`src/rtl/instr_encoder_if.sv`:
```
// Encode-request channel: one mnemonic plus its operand fields per valid/ready handshake.
interface instr_encoder_if;
   logic        in_valid;
   logic        in_ready;
   logic [4:0]  mnem;
   logic [4:0]  rs;
   logic [4:0]  rt;
   logic [4:0]  rd;
   logic [15:0] imm;
   logic [25:0] target;

   modport master (
      output in_valid,
      output mnem,
      output rs,
      output rt,
      output rd,
      output imm,
      output target,
      input  in_ready
   );

   modport slave (
      input  in_valid,
      input  mnem,
      input  rs,
      input  rt,
      input  rd,
      input  imm,
      input  target,
      output in_ready
   );
endinterface

```
`src/rtl/instr_encoder.sv`:
```
// Packs mnemonic/operand requests into 32-bit MIPS words and streams them into
// consecutive instruction-memory addresses through a stallable write port.
module instr_encoder #(
   parameter int unsigned DEPTH = 64,
   parameter int unsigned AW    = 6
) (
   input  logic                clk,
   input  logic                reset,
   input  logic                clear,
   instr_encoder_if.slave      req,
   output logic                mem_we,
   input  logic                mem_ready,
   output logic [AW-1:0]       mem_addr,
   output logic [31:0]         mem_wdata,
   output logic [AW:0]         count,
   output logic                full,
   output logic                err
);

   localparam logic [AW:0]   LastCount = (AW+1)'(DEPTH - 1);
   localparam logic [AW+1:0] Capacity  = (AW+2)'(DEPTH);

   typedef enum logic [0:0] {StLoad, StFull} state_e;

   state_e        state_q, state_d;
   logic          pend_q, pend_d;
   logic [31:0]   word_q, word_d;
   logic [AW-1:0] addr_q, addr_d;
   logic [AW:0]   count_q, count_d;
   logic          err_q, err_d;

   logic [31:0]   enc_word;
   logic          enc_legal;
   logic [AW+1:0] occupancy;
   logic          room;
   logic          accept;
   logic          wr_done;

   always_comb begin
      enc_word  = '0;
      enc_legal = 1'b1;
      case (req.mnem)
         5'd0:  enc_word = {6'b000000, req.rs, req.rt, req.rd, 5'b00000, 6'b100000};
         5'd1:  enc_word = {6'b000000, req.rs, req.rt, req.rd, 5'b00000, 6'b100010};
         5'd2:  enc_word = {6'b000000, req.rs, req.rt, req.rd, 5'b00000, 6'b100100};
         5'd3:  enc_word = {6'b000000, req.rs, req.rt, req.rd, 5'b00000, 6'b100101};
         5'd4:  enc_word = {6'b000000, req.rs, req.rt, req.rd, 5'b00000, 6'b101010};
         5'd5:  enc_word = {6'b000000, req.rs, 15'b0, 6'b001000};
         5'd6:  enc_word = {6'b100011, req.rs, req.rt, req.imm};
         5'd7:  enc_word = {6'b101011, req.rs, req.rt, req.imm};
         5'd8:  enc_word = {6'b000100, req.rs, req.rt, req.imm};
         5'd9:  enc_word = {6'b000101, req.rs, req.rt, req.imm};
         5'd10: enc_word = {6'b001000, req.rs, req.rt, req.imm};
         5'd11: enc_word = {6'b001101, req.rs, req.rt, req.imm};
         5'd12: enc_word = {6'b001100, req.rs, req.rt, req.imm};
         5'd13: enc_word = {6'b001110, req.rs, req.rt, req.imm};
         5'd14: enc_word = {6'b001010, req.rs, req.rt, req.imm};
         5'd15: enc_word = {6'b001111, 5'b00000, req.rt, req.imm};
         5'd16: enc_word = {6'b000010, req.target};
         5'd17: enc_word = {6'b000011, req.target};
         5'd18: enc_word = {6'b100001, req.rs, req.rt, req.imm};
         5'd19: enc_word = {6'b100000, req.rs, req.rt, req.imm};
         5'd20: enc_word = {6'b100100, req.rs, req.rt, req.imm};
         5'd21: enc_word = {6'b000110, req.rs, 5'b00000, req.imm};
         default: enc_legal = 1'b0;
      endcase
   end

   // Words already written plus the one in flight must stay within capacity.
   always_comb begin
      occupancy = {1'b0, count_q} + {{(AW+1){1'b0}}, pend_q};
      room      = occupancy < Capacity;
   end

   always_comb begin
      mem_we       = pend_q && (state_q == StLoad);
      wr_done      = mem_we && mem_ready;
      req.in_ready = !reset && !clear && (state_q == StLoad) && (!pend_q || mem_ready) && room;
      accept       = req.in_valid && req.in_ready;
   end

   always_comb begin
      state_d = state_q;
      pend_d  = pend_q;
      word_d  = word_q;
      addr_d  = addr_q;
      count_d = count_q;
      err_d   = err_q;
      if (clear) begin
         state_d = StLoad;
         pend_d  = 1'b0;
         word_d  = '0;
         addr_d  = '0;
         count_d = '0;
         err_d   = 1'b0;
      end else begin
         if (wr_done) begin
            pend_d  = 1'b0;
            count_d = count_q + (AW+1)'(1);
            // The last slot does not advance the address: no wrap-around.
            if (count_q == LastCount) begin
               state_d = StFull;
            end else begin
               addr_d = addr_q + AW'(1);
            end
         end
         // A new word may replace one completing this cycle, giving one word per cycle.
         if (accept) begin
            if (enc_legal) begin
               pend_d = 1'b1;
               word_d = enc_word;
            end else begin
               err_d = 1'b1;
            end
         end
      end
   end

   always_ff @(posedge clk) begin
      if (reset) begin
         state_q <= StLoad;
         pend_q  <= 1'b0;
         word_q  <= '0;
         addr_q  <= '0;
         count_q <= '0;
         err_q   <= 1'b0;
      end else begin
         state_q <= state_d;
         pend_q  <= pend_d;
         word_q  <= word_d;
         addr_q  <= addr_d;
         count_q <= count_d;
         err_q   <= err_d;
      end
   end

   always_comb begin
      mem_addr  = addr_q;
      mem_wdata = word_q;
      count     = count_q;
      full      = (state_q == StFull);
      err       = err_q;
   end

endmodule

```
`src/flat_wrapper.sv`:
```
// flat-port wrapper written by rule: the top's interface ports become plain ports
module instr_encoder_flat 
#(
   parameter int unsigned DEPTH = 64,
   parameter int unsigned AW    = 6
)
  (clk, reset, clear, mem_we, mem_ready, mem_addr, mem_wdata, count, full, err, req_in_valid, req_mnem, req_rs, req_rt, req_rd, req_imm, req_target, req_in_ready);
  instr_encoder_if req_i ();
  input  logic clk;
  input  logic reset;
  input  logic clear;
  output logic mem_we;
  input  logic mem_ready;
  output logic [AW-1:0] mem_addr;
  output logic [31:0] mem_wdata;
  output logic [AW:0] count;
  output logic full;
  output logic err;
  input wire logic [$bits(req_i.in_valid)-1:0] req_in_valid;
  input wire logic [$bits(req_i.mnem)-1:0] req_mnem;
  input wire logic [$bits(req_i.rs)-1:0] req_rs;
  input wire logic [$bits(req_i.rt)-1:0] req_rt;
  input wire logic [$bits(req_i.rd)-1:0] req_rd;
  input wire logic [$bits(req_i.imm)-1:0] req_imm;
  input wire logic [$bits(req_i.target)-1:0] req_target;
  output wire logic [$bits(req_i.in_ready)-1:0] req_in_ready;
  assign req_i.in_valid = req_in_valid;
  assign req_i.mnem = req_mnem;
  assign req_i.rs = req_rs;
  assign req_i.rt = req_rt;
  assign req_i.rd = req_rd;
  assign req_i.imm = req_imm;
  assign req_i.target = req_target;
  assign req_in_ready = req_i.in_ready;
  instr_encoder #(.DEPTH(DEPTH), .AW(AW)) u_core (.clk(clk), .reset(reset), .clear(clear), .req(req_i), .mem_we(mem_we), .mem_ready(mem_ready), .mem_addr(mem_addr), .mem_wdata(mem_wdata), .count(count), .full(full), .err(err));
endmodule
```
`config.mk`:
```
export PLATFORM = sky130hd
export DESIGN_NAME = instr_encoder_flat
export DESIGN_NICKNAME = d
export VERILOG_FILES = /design/src/rtl/instr_encoder_if.sv /design/src/rtl/instr_encoder.sv /design/src/flat_wrapper.sv
export SDC_FILE = /design/constraint.sdc
export NUM_CORES = 1
export LEC_CHECK = 0
export CAP_MARGIN = 20
export CELL_PAD_IN_SITES_DETAIL_PLACEMENT = 0
export CELL_PAD_IN_SITES_GLOBAL_PLACEMENT = 1
export CORE_MARGIN = 4
export CORE_UTILIZATION = 30
export DETAILED_ROUTE_END_ITERATION = 16
export PLACE_DENSITY_LB_ADDON = 0.1
export SETUP_SLACK_MARGIN = 0.5
export SYNTH_ARGS = -nofsm -noshare
export SYNTH_HDL_FRONTEND = slang
export SYNTH_SLANG_ARGS = --single-unit
```
`constraint.sdc`:
```
create_clock -name clk -period 2.87 [get_ports clk]
set_input_delay 0.574 -clock clk [delete_from_list [all_inputs] [get_ports clk]]
set_output_delay 0.574 -clock clk [all_outputs]
set_load 0.01 [all_outputs]
```
* After elaboration in Yosys (flattened, before gate mapping)
Index checks and enable logic that the tools add are counted.
Word-level totals: register bits after elaboration 48, bits of input ports 67, output and inout port bits 49
Cells by class: add/sub/neg operators 3, $lt $le $gt $ge 1, equality and inequality tests 22, multiplexer cells 5, bitwise operators 3, reductions and logical operators 18
Operators by type and width (number):
- $pmux W32 S22 | 1
- $eq A5 B4 Y1 const B | 8
- $eq A5 B5 Y1 const B | 6
- $reduce_or A22 Y1 | 1
- $eq A5 B3 Y1 const B | 4
- $eq A5 B2 Y1 const B | 2
- $add A7 B1 Y8 | 1
- $lt A8 B7 Y1 const B | 1
- $reduce_and A2 Y1 | 4
- $add A7 B1 Y7 const B | 1
- $eq A7 B6 Y1 const B | 1
- $logic_and A1 B1 Y1 | 7
- $add A6 B1 Y6 const B | 1
- $eq A5 B1 Y1 const B | 1
- $logic_not A5 Y1 | 1
- $mux W1 | 4
- $logic_not A1 Y1 | 3
- $not A1 Y1 | 3
- $reduce_or A2 Y1 | 1
- $logic_or A1 B1 Y1 | 1

* Depth between registers and ports, before layout
Gate-level depths: netlist of run 1.
word-level depth 7, depth in mapped cells 7, gate-level depth less buffers 6

* Worst setup path before layout of run 1
Ideal clock, no wire load.
kind input port to flip-flop, from in req_mnem[1], to reg u_core.word_q[20] (netlist: u_core.mem_wdata[20]), setup time 0.123 ns, arrival time 1.591 ns, setup slack 1.156 ns, stages 7, buffers on the path 2, cells stage by stage buf_2 > and2_1 > o21ai_1 > nand3_2 > buf_2 > a221oi_1 > nor2_1
Between the ends: cells in the longest elaborated chain, start to end 4, elaborated cells on any way between the ends 26, those cells by class eq/ne: 21; mux: 2; reduce/logical: 3
RTL lines:
- start: declaration | RTL line flat_wrapper.sv:20 | input wire logic [$bits(req_i.mnem)-1:0] req_mnem;
- $eq A5 B1 Y1, or another cell as far along | RTL line instr_encoder.sv:42 | case (req.mnem)
- $reduce_or A22 Y1 (no line)
- $mux W1 | RTL line instr_encoder.sv:42
- $reduce_and A2 Y1 (no line)
- end signal: assignment | RTL line instr_encoder.sv:130 | word_q <= word_d;
- end: declaration | RTL line instr_encoder.sv:27 | logic [31:0] word_q, word_d;
Parallel ways exist; a longest one is shown, timed or not. A chain may end at the register's enable or synchronous reset.

* Worst setup path after layout of run 1
from in clear, to out req_in_ready
Between the ends: cells in the longest elaborated chain, start to end 5
RTL lines:
- start: declaration | RTL line flat_wrapper.sv:11 | input logic clear;
- $logic_not A1 Y1 | RTL line instr_encoder.sv:78 | req.in_ready = !reset && !clear && (state_q == StLoad) && (!pend_q || mem_ready) && room;
- $logic_and A1 B1 Y1 (4 in a row) | RTL line instr_encoder.sv:78
- end: declaration | RTL line flat_wrapper.sv:26 | output wire logic [$bits(req_i.in_ready)-1:0] req_in_ready;
Every way passes these cells.

==> flow_summary.json, run 1 <==
{
  "ant_nets": 0,
  "ys_ff_latch": 47,
  "required_ns": 2.30,
  "finalMaxSlewViolations": 0,
  "grt_pass1_vias": 2345,
  "synth_top_area_share_pct": 40.3,
  "avgSynthCellArea_um2": 8.38,
  "worst_pin_slew_ns": 0.578,
  "rsz0062_at_grt": "no",
  "p_total_w": 0.00130,
  "syn_inst": 279,
  "cp-end-kind": "output pin",
  "wl_per_cell_um": 14.6,
  "finalSetupViolations": 0,
  "cts_tree": "built",
  "finalSetupTns_ns": 0,
  "async_flop_share_pct": 0,
  "place.gp.congestion": 0.784,
  "cts_hold_buf": 0,
  "synth.most_common_cell": "dfxtp_1",
  "netlist_area_um2": 2340,
  "cts_max_level": 2,
  "power_leakage_nw": 1.36,
  "insertedDiodeCount": 0,
  "fillCellCount": 732,
  "crit_fanout": 3,
  "finalNetCount": 459,
  "cts_buffers": 5,
  "min_path_type": "reg -> reg",
  "wl_um": 7140,
  "period_share_pct": 79.1,
  "cts_root_buf": "clkbuf_8",
  "ys_warn_count": 0,
  "grt_pass1_wl_um": 11200,
  "initialDrtViolationCount": 148,
  "dpl.cell_count": 481,
  "final_hold_viol_count": 0,
  "synthToLayoutAreaGrowth_pct": 57.2,
  "worstSetupPathType": "in -> out",
  "grt_overflow": 0,
  "synth_edf_count": 0,
  "clock_latency_ns": 0.30,
  "powerDensity_nw_per_um2": 354,
  "antenna_found_initial": 0,
  "yosysUniqueCellTypes": 52,
  "ys.flop_type": "dfxtp_1",
  "clock.fmax_mhz": 440,
  "fp.dieH_um": 96.3,
  "cts.clk_slew.worst_paths_ns": 0.09,
  "cap_violations": 0,
  "skew_ns": 0.00895,
  "clk_path_buf_depth": 2,
  "final_cells": 490,
  "ios": 116,
  "ir_drop_uv": 181,
  "start_util_pct": 31.5,
  "relSlewSlack_pct": 61.4,
  "dieArea_um2": 9270,
  "ys_seq_area_share_pct": 40.3,
  "viasPerCell": 4.99,
  "layout_min_cycle_time_ns": 2.27,
  "synthTopCellsByArea": "dfxtp_1 (40%), o21ai_0 (7.3%), a221oi_1 (7.1%)",
  "die_w_um": 96.3,
  "num_rows": 31,
  "grt_max_degree": 29,
  "final_util_pct": 49.6,
  "io_buffers": 114,
  "core_area_um2": 7410,
  "post-dp-hpwl_um": 5370,
  "synth_top_cell_by_area": "dfxtp_1",
  "dr.pass1.iters": 5,
  "route.vias.total": 2446,
  "cp.arrival_ns": 1.70,
  "cts.sinks": 47,
  "outcome": "completed",
  "drive_gt1_share_pct": 8.70,
  "detail_route.drc_violations": 0,
  "synth_common_cells": "dfxtp_1 (47), nor2_1 (40), o21ai_0 (34)",
  "start_kind": "input pin",
  "synth.net_count": 348,
  "grt_usage_pct": 15.4
}
repair_timing:
item,4_1_cts,5_1_grt
setup endpoints to repair,1,2
gates resized for setup,2,2
pin swaps,2,0
buffers inserted,1,0
logic make-up (layout without fill, tap and decap cells):
kind of cell             Yosys count  after routing  synth area share [%]
XOR/XNOR                           9              9                  3.37
adder cells (fa/ha/maj)            2              2                  1.07
multiplexers                       2              2                 0.857
buffers and inverters             29            141                  6.10
flip-flops                        47             47                  40.3
AND/OR/NAND/NOR                   86             86                  18.1
other                              1              1                 0.160
AO/OA/AOI/OAI                    103            103                  30.0
path summary, 6_finish.rpt:
kind                             start                    to  slack [ns]  cells after the start
hold reg to reg   u_core.mem_wdata[29]  u_core.mem_wdata[29]        0.46                      2
setup / recovery                 clear          req_in_ready        0.60                      4
setup reg to reg       u_core.count[2]   u_core.mem_wdata[6]        1.00                      7
hold / removal    u_core.mem_wdata[29]  u_core.mem_wdata[29]        0.46                      2
critical path, cell delays in order:
cell and delay (ns):
clkdlybuf4s50_1 0.46, nor4_2 0.20, o211a_4 0.20, dlygate4sd2_1 0.26
final cells by class:
cell class / instances / area (µm²) / area share (%)
Clock buffer: 5 / 68.8 / 1.87
Clock inverter: 3 / 18.8 / 0.511
Inverter: 6 / 22.5 / 0.613
Multi-Input combinational cell: 203 / 1260 / 34.3
Sequential cell: 47 / 941 / 25.6
Tap cell: 99 / 124 / 3.37
Timing Repair Buffer: 127 / 1240 / 33.7
flip-flops by register name, summed over array words and instances, names as in the netlist:
signal            count
u_core.mem_wdata     31
u_core.count          7
u_core.mem_addr       6
u_core.err            1
u_core.full           1
u_core.pend_q         1
metal layers:
metal | wire [µm] | share of wire, % | track usage, %
met5 | 0 | 0 | 0
met4 | 57 | 0.80 | 3.55
met3 | 677 | 9.5 | 5.63
met2 | 3360 | 47 | 25.6
met1 | 3040 | 43 | 18.9
report_power, final:
part           switching [W]  internal, W
clock               0.000224     0.000172
sequential        0.00000412     0.000660
combinational       0.000104     0.000137
through the flow:
stage	setup WS, ns	hold WS [ns]	area, µm²
4_1_cts	0.575	0.464	3670
2_1_floorplan	1.16	0.476	2340
6_report	0.600	0.464	3670
5_1_grt	0.517	0.488	3670
3_3_place_gp	0.267	0.438	3570
3_5_place_dp	0.217	0.450	3570
cells in the final DEF, fill, tap and decap left out, types with 2 or more instances in the layout:
| cell | n |
|---|---|
| a21o_1 | 2 |
| a21oi_1 | 20 |
| a221oi_1 | 19 |
| a222oi_1 | 5 |
| a311oi_1 | 2 |
| a311oi_2 | 2 |
| a31oi_1 | 2 |
| buf_4 | 13 |
| clkbuf_8 | 5 |
| clkdlybuf4s50_1 | 111 |
| clkinv_2 | 2 |
| dfxtp_1 | 47 |
| dlygate4sd2_1 | 2 |
| ha_1 | 2 |
| inv_1 | 6 |
| mux2i_1 | 2 |
| nand2_1 | 13 |
| nand2b_1 | 6 |
| nand3_1 | 6 |
| nand4_1 | 2 |
| nor2_1 | 39 |
| nor2b_1 | 2 |
| nor3_1 | 3 |
| nor3_2 | 2 |
| o21a_1 | 5 |
| o21ai_0 | 34 |
| o21ai_1 | 2 |
| or3_1 | 2 |
| xnor2_1 | 4 |
| xor2_1 | 5 |
No activity file was read; power rests on OpenSTA's default activity.
==> run 2, diff against run 1 <==
--- a/config.mk
+++ b/config.mk
@@ -9,7 +9,7 @@
 export CELL_PAD_IN_SITES_DETAIL_PLACEMENT = 0
 export CELL_PAD_IN_SITES_GLOBAL_PLACEMENT = 1
 export CORE_MARGIN = 4
-export CORE_UTILIZATION = 30
+export CORE_UTILIZATION = 25
 export DETAILED_ROUTE_END_ITERATION = 16
 export PLACE_DENSITY_LB_ADDON = 0.1
 export SETUP_SLACK_MARGIN = 0.5
==> constraint.sdc (replaced) <==
create_clock -name clk -period 1.9 [get_ports clk]
set_input_delay 0.38 -clock clk [delete_from_list [all_inputs] [get_ports clk]]
set_output_delay 0.38 -clock clk [all_outputs]
set_load 0.01 [all_outputs]
==> run 2 against run 1 <==
Clock skew decreased by 0.0011 ns; largest cell class is now non-clock buffers; sequential share of layout area decreased by 4.8 points; sequential power up 50%; register-to-register slack got worse by 0.80 ns; clock power grew 75%; non-clock buffer count rose by 52; cell count rose by 13%; first-iteration DRC count down 61%; count of clock-buffer cells in the layout grew 1; combinational power is 120% higher; flip-flop and latch count is the same.
==> flow_summary.json, run 2 (same netlist as run 1, synthesis figures left out) <==
{
  "outcome": "completed",
  "cts_max_level": 2,
  "grt_pass1_vias": 2597,
  "crit_fanout": 6,
  "cap_violations": 0,
  "period_share_pct": 89.7,
  "fillCellCount": 890,
  "min_path_type": "reg -> reg",
  "finalMaxSlewViolations": 0,
  "insertedDiodeCount": 0,
  "required_ns": 2.14,
  "post-dp-hpwl_um": 5920,
  "clock.fmax_mhz": 587,
  "antenna_found_initial": 0,
  "reg2regPathDepth": 7,
  "ir_drop_uv": 282,
  "cp.arrival_ns": 1.94,
  "route.vias.total": 2704,
  "place.gp.congestion": 0.782,
  "min_path_cells": 2,
  "ios": 116,
  "cp-end-kind": "flip-flop",
  "num_rows": 35,
  "fin_area_um2": 4670,
  "viasPerCell": 4.87,
  "finalSetupViolations": 0,
  "final_hold_viol_count": 0,
  "start_kind": "flip-flop",
  "cts_buffers": 5,
  "synthToLayoutAreaGrowth_pct": 99.7,
  "cts.clk_slew.worst_paths_ns": 0.10,
  "layout_commonest_cell": "clkdlybuf4s50_1",
  "grt_overflow": 0,
  "cts.sinks": 47,
  "worstSetupPathType": "reg -> reg",
  "wl_per_cell_um": 15.1,
  "rsz0062_at_grt": "yes",
  "clock_latency_ns": 0.30,
  "power_leakage_nw": 2.04,
  "wl_um": 8380,
  "die_w_um": 105,
  "dieArea_um2": 11000,
  "ant_nets": 0,
  "detail_route.drc_violations": 0,
  "io_buffers": 114,
  "dr.pass1.iters": 4,
  "regArea_um2": 971,
  "multi_input_area_um2": 1630,
  "finalSetupTns_ns": 0,
  "core_area_um2": 9150,
  "layout_min_cycle_time_ns": 1.70,
  "placedInstanceArea_um2": 4100,
  "final_util_pct": 51.0,
  "largest_reg_flops": 31,
  "fp.dieH_um": 105,
  "start_util_pct": 25.5,
  "grt_pass1_wl_um": 12700,
  "grt_max_degree": 29,
  "final_cell_mix": "clkdlybuf4s50_1 (60), dlygate4sd2_1 (50), nor2_1 (35), buf_4 (34), dfxtp_1 (33)",
  "clk_path_buf_depth": 2,
  "grt_usage_pct": 14.1,
  "powerDensity_nw_per_um2": 475,
  "cts_root_buf": "clkbuf_8",
  "cts_tree": "built",
  "initialDrtViolationCount": 57,
  "skew_ns": 0.00786,
  "finalNetCount": 512,
  "drive_gt1_share_pct": 35.4
}
[run 2: worst max-delay path, cell delays in order (launching register included)]
cell     delay, ns
dfxtp_4       0.37
buf_6         0.12
buf_6         0.11
buf_6         0.10
and3b_2       0.31
o21ai_4       0.11
or3_4         0.40
a21oi_2       0.13
[run 2: power by group]
group	internal, W	switching [W]	leakage [nW]
Clock	0.000340	0.000352	0.0563
Sequential	0.000989	0.00000705	0.388
Combinational	0.000304	0.000226	1.59
[run 2: layout make-up]
| cell class | instances | area share (%) |
|---|---|---|
| well taps | 111 | 2.98 |
| multi-input cells | 204 | 35.0 |
| clock inverters | 2 | 0.295 |
| inverters | 6 | 0.483 |
| flip-flops and latches | 47 | 20.8 |
| repair buffers | 179 | 38.4 |
| clock buffers | 6 | 2.01 |
[run 2: what timing repair did]
action	CTS	global route
gates cloned	0	5
endpoints found under the setup margin	93	53
buffers inserted	7	8
gates resized for setup	95	63
pin swaps	18	17
hold buffers	0	0
[run 2: path summary, 6_finish.rpt]
kind	from	endpoint	slack [ns]
max reg2reg	u_core.full	u_core.mem_addr[3]	0.20
max	u_core.full	u_core.mem_addr[3]	0.20
min	u_core.mem_wdata[29]	u_core.mem_wdata[29]	0.46
min reg2reg	u_core.mem_wdata[29]	u_core.mem_wdata[29]	0.46
[run 2: layer usage]
metal | track usage, % | up-vias | part of all wire [%]
li1 | - | 1361 | -
met1 | 17.4 | 1253 | 43
met2 | 24.1 | 83 | 49
met3 | 4.08 | 7 | 7.1
met5 | 0 | - | 0
met4 | 3.56 | 0 | 0.95
[run 2: per-stage QoR]
step           hold WS [ns]  total power [W]  std cells  setup slack [ns]
2_1_floorplan         0.476          0.00121        279             0.385
3_3_place_gp          0.442          0.00150        527            -0.357
3_5_place_dp          0.447          0.00150        527            -0.395
4_1_cts               0.459          0.00221        542             0.204
5_1_grt               0.483          0.00233        555             0.128
6_report              0.456          0.00222        555             0.195
==> run 3, diff against run 2 <==
==> constraint.sdc (replaced) <==
create_clock -name clk -period 1.5 [get_ports clk]
set_input_delay 0.3 -clock clk [delete_from_list [all_inputs] [get_ports clk]]
set_output_delay 0.3 -clock clk [all_outputs]
set_load 0.01 [all_outputs]
==> run 3 against run 2 <==
First-iteration DRC count grew 54%; count of clock-buffer cells in the layout shrank 1; maximum frequency increased by 2.8%; combinational power up 24%; register-to-register slack got worse by 0.35 ns; highest routed layer unchanged; the flow now finishes with violations (negative setup slack); global-route usage grew 0.83 points; critical endpoint is now u_core.mem_wdata[26]; setup slack worse by 0.35 ns; non-clock buffer count is 19 higher; utilization up 2.1 points; critical path type unchanged; critical path depth stayed put.
==> flow_summary.json, run 3 (same netlist as run 1, synthesis figures left out) <==
{
  "outcome": "finished, violations left",
  "violations": "negative setup slack",
  "required_ns": 1.71,
  "min_path_cells": 2,
  "final_hold_viol_count": 0,
  "dieArea_um2": 11000,
  "worst_slack_ns": -0.158,
  "post-dp-hpwl_um": 6190,
  "clock.fmax_mhz": 603,
  "cts_max_level": 2,
  "period_share_pct": 111,
  "die_w_um": 105,
  "detail_route.drc_violations": 0,
  "route.vias.total": 2764,
  "io_buffers": 114,
  "powerDensity_nw_per_um2": 552,
  "fin_area_um2": 4860,
  "r2r_end": "u_core.mem_wdata[26]",
  "synthToLayoutAreaGrowth_pct": 108,
  "placedInstanceArea_um2": 4300,
  "wl_per_cell_um": 14.7,
  "min_path_type": "reg -> reg",
  "cts_hold_buf": 0,
  "fillCellCount": 860,
  "finalSetupViolations": 46,
  "crit_fanout": 9,
  "power_leakage_nw": 2.01,
  "core_area_um2": 9150,
  "clock_latency_ns": 0.30,
  "ios": 116,
  "hold_path_end": "u_core.mem_wdata[27]",
  "grt_max_degree": 27,
  "ant_nets": 0,
  "ir_drop_uv": 305,
  "largest_reg_flops": 31,
  "viasPerCell": 4.82,
  "worstSetupPathType": "reg -> reg",
  "cts.clk_slew.worst_paths_ns": 0.09,
  "post-place-ws_ns": -0.639,
  "drive_gt1_share_pct": 52.4,
  "p_total_w": 0.00268,
  "cp.arrival_ns": 1.87,
  "reg2regPathDepth": 7,
  "antenna_found_initial": 0,
  "fp.dieH_um": 105,
  "r2r_start": "u_core.full",
  "hp-start": "u_core.mem_wdata[27]",
  "dr.pass1.iters": 4,
  "rsz0062_at_grt": "yes",
  "cts_root_buf": "clkbuf_8",
  "finalNetCount": 530,
  "wl_um": 8420,
  "layout_commonest_cell": "buf_6",
  "start_util_pct": 25.5,
  "final_cell_mix": "buf_6 (68), clkdlybuf4s50_1 (60), buf_4 (51), nor2_1 (37), dfxtp_2 (36)",
  "grt_pass1_vias": 2785,
  "cap_violations": 0,
  "grt_usage_pct": 14.9,
  "num_rows": 35,
  "grt_overflow": 0,
  "place.gp.congestion": 0.764,
  "cts_buffers": 5,
  "insertedDiodeCount": 0,
  "initialDrtViolationCount": 88,
  "start_kind": "flip-flop",
  "grt_pass1_wl_um": 13500,
  "layout_min_cycle_time_ns": 1.66,
  "finalMaxSlewViolations": 0,
  "cts.sinks": 47,
  "cts_tree": "built",
  "r2r_setup_slack_ns": -0.16,
  "clk_path_buf_depth": 2,
  "skew_ns": 0.00843,
  "cp-end-kind": "flip-flop"
}
[run 3: cell count changes in the layout (fill, tap and decap cells not counted), sizes merged]
cell	previous run	this run
inv	6	7
clkbuf	10	6
clkinvlp	0	1
clkinv	2	1
buf	65	131
dlygate4sd2	50	5
clkdlybuf4s15	0	1
and3	3	2
[run 3: worst max-delay path by stage]
stage	slack, ns	from	endpoint	cells after the start
finish	-0.16	u_core.full	u_core.mem_wdata[26]	7
global route	-0.25	u_core.full	u_core.mem_wdata[1]	7
CTS	-0.15	u_core.full	u_core.mem_wdata[8]	7
detailed placement	-0.64	reset	req_in_ready	4
global placement	-0.63	reset	req_in_ready	4
floorplan	0.02	u_core.count[6]	u_core.mem_wdata[3]	6
[run 3: final cells by class]
class	instances	area, µm²	area share, %
clock buffer	5	68.8	1.42
clock inverter	3	18.8	0.386
inverter	6	22.5	0.463
multi-input combinational	203	1550	31.9
sequential	47	1020	21.1
tap	111	139	2.86
timing repair buffer	198	2040	42.0
[run 3: stage by stage]
step	TNS, ns	utilization (%)	instances	hold slack (ns)
final	-4.84	53.1	573	0.460
after global routing	-8.80	53.1	573	0.495
after detailed placement	-21.86	47.0	541	0.448
after CTS	-3.85	51.5	565	0.468
after global placement	-21.21	47.0	541	0.441
after floorplan	0	-	279	0.434
[run 3: critical path, cell delays in order (launching register included)]
cell	delay (ns)
dfxtp_4	0.36
nor4_4	0.28
o211a_4	0.21
buf_12	0.10
and3_4	0.28
buf_4	0.14
nor2_2	0.03
a311oi_2	0.16
[run 3: what timing repair did]
action                     in CTS  in global routing
setup buffers                  15                  6
pin swaps                      18                  9
gates resized for setup       320                 22
cloned                          1                  2
setup endpoints to repair      95                 95
[run 3: layer usage]
| metal | track usage [%] | up-vias | wire length (µm) |
|---|---|---|---|
| li1 | - | 1389 | - |
| met1 | 18.2 | 1292 | 3500 |
| met2 | 25.6 | 77 | 4210 |
| met3 | 4.94 | 6 | 620 |
| met4 | 3.47 | 0 | 94 |
| met5 | 0 | - | 0 |
[run 3: power breakdown]
part,switching (W),internal (W),total [W]
clock,0.000438,0.000326,0.000765
combinational,0.000268,0.000391,0.000659
sequential,0.0000114,0.00125,0.00126
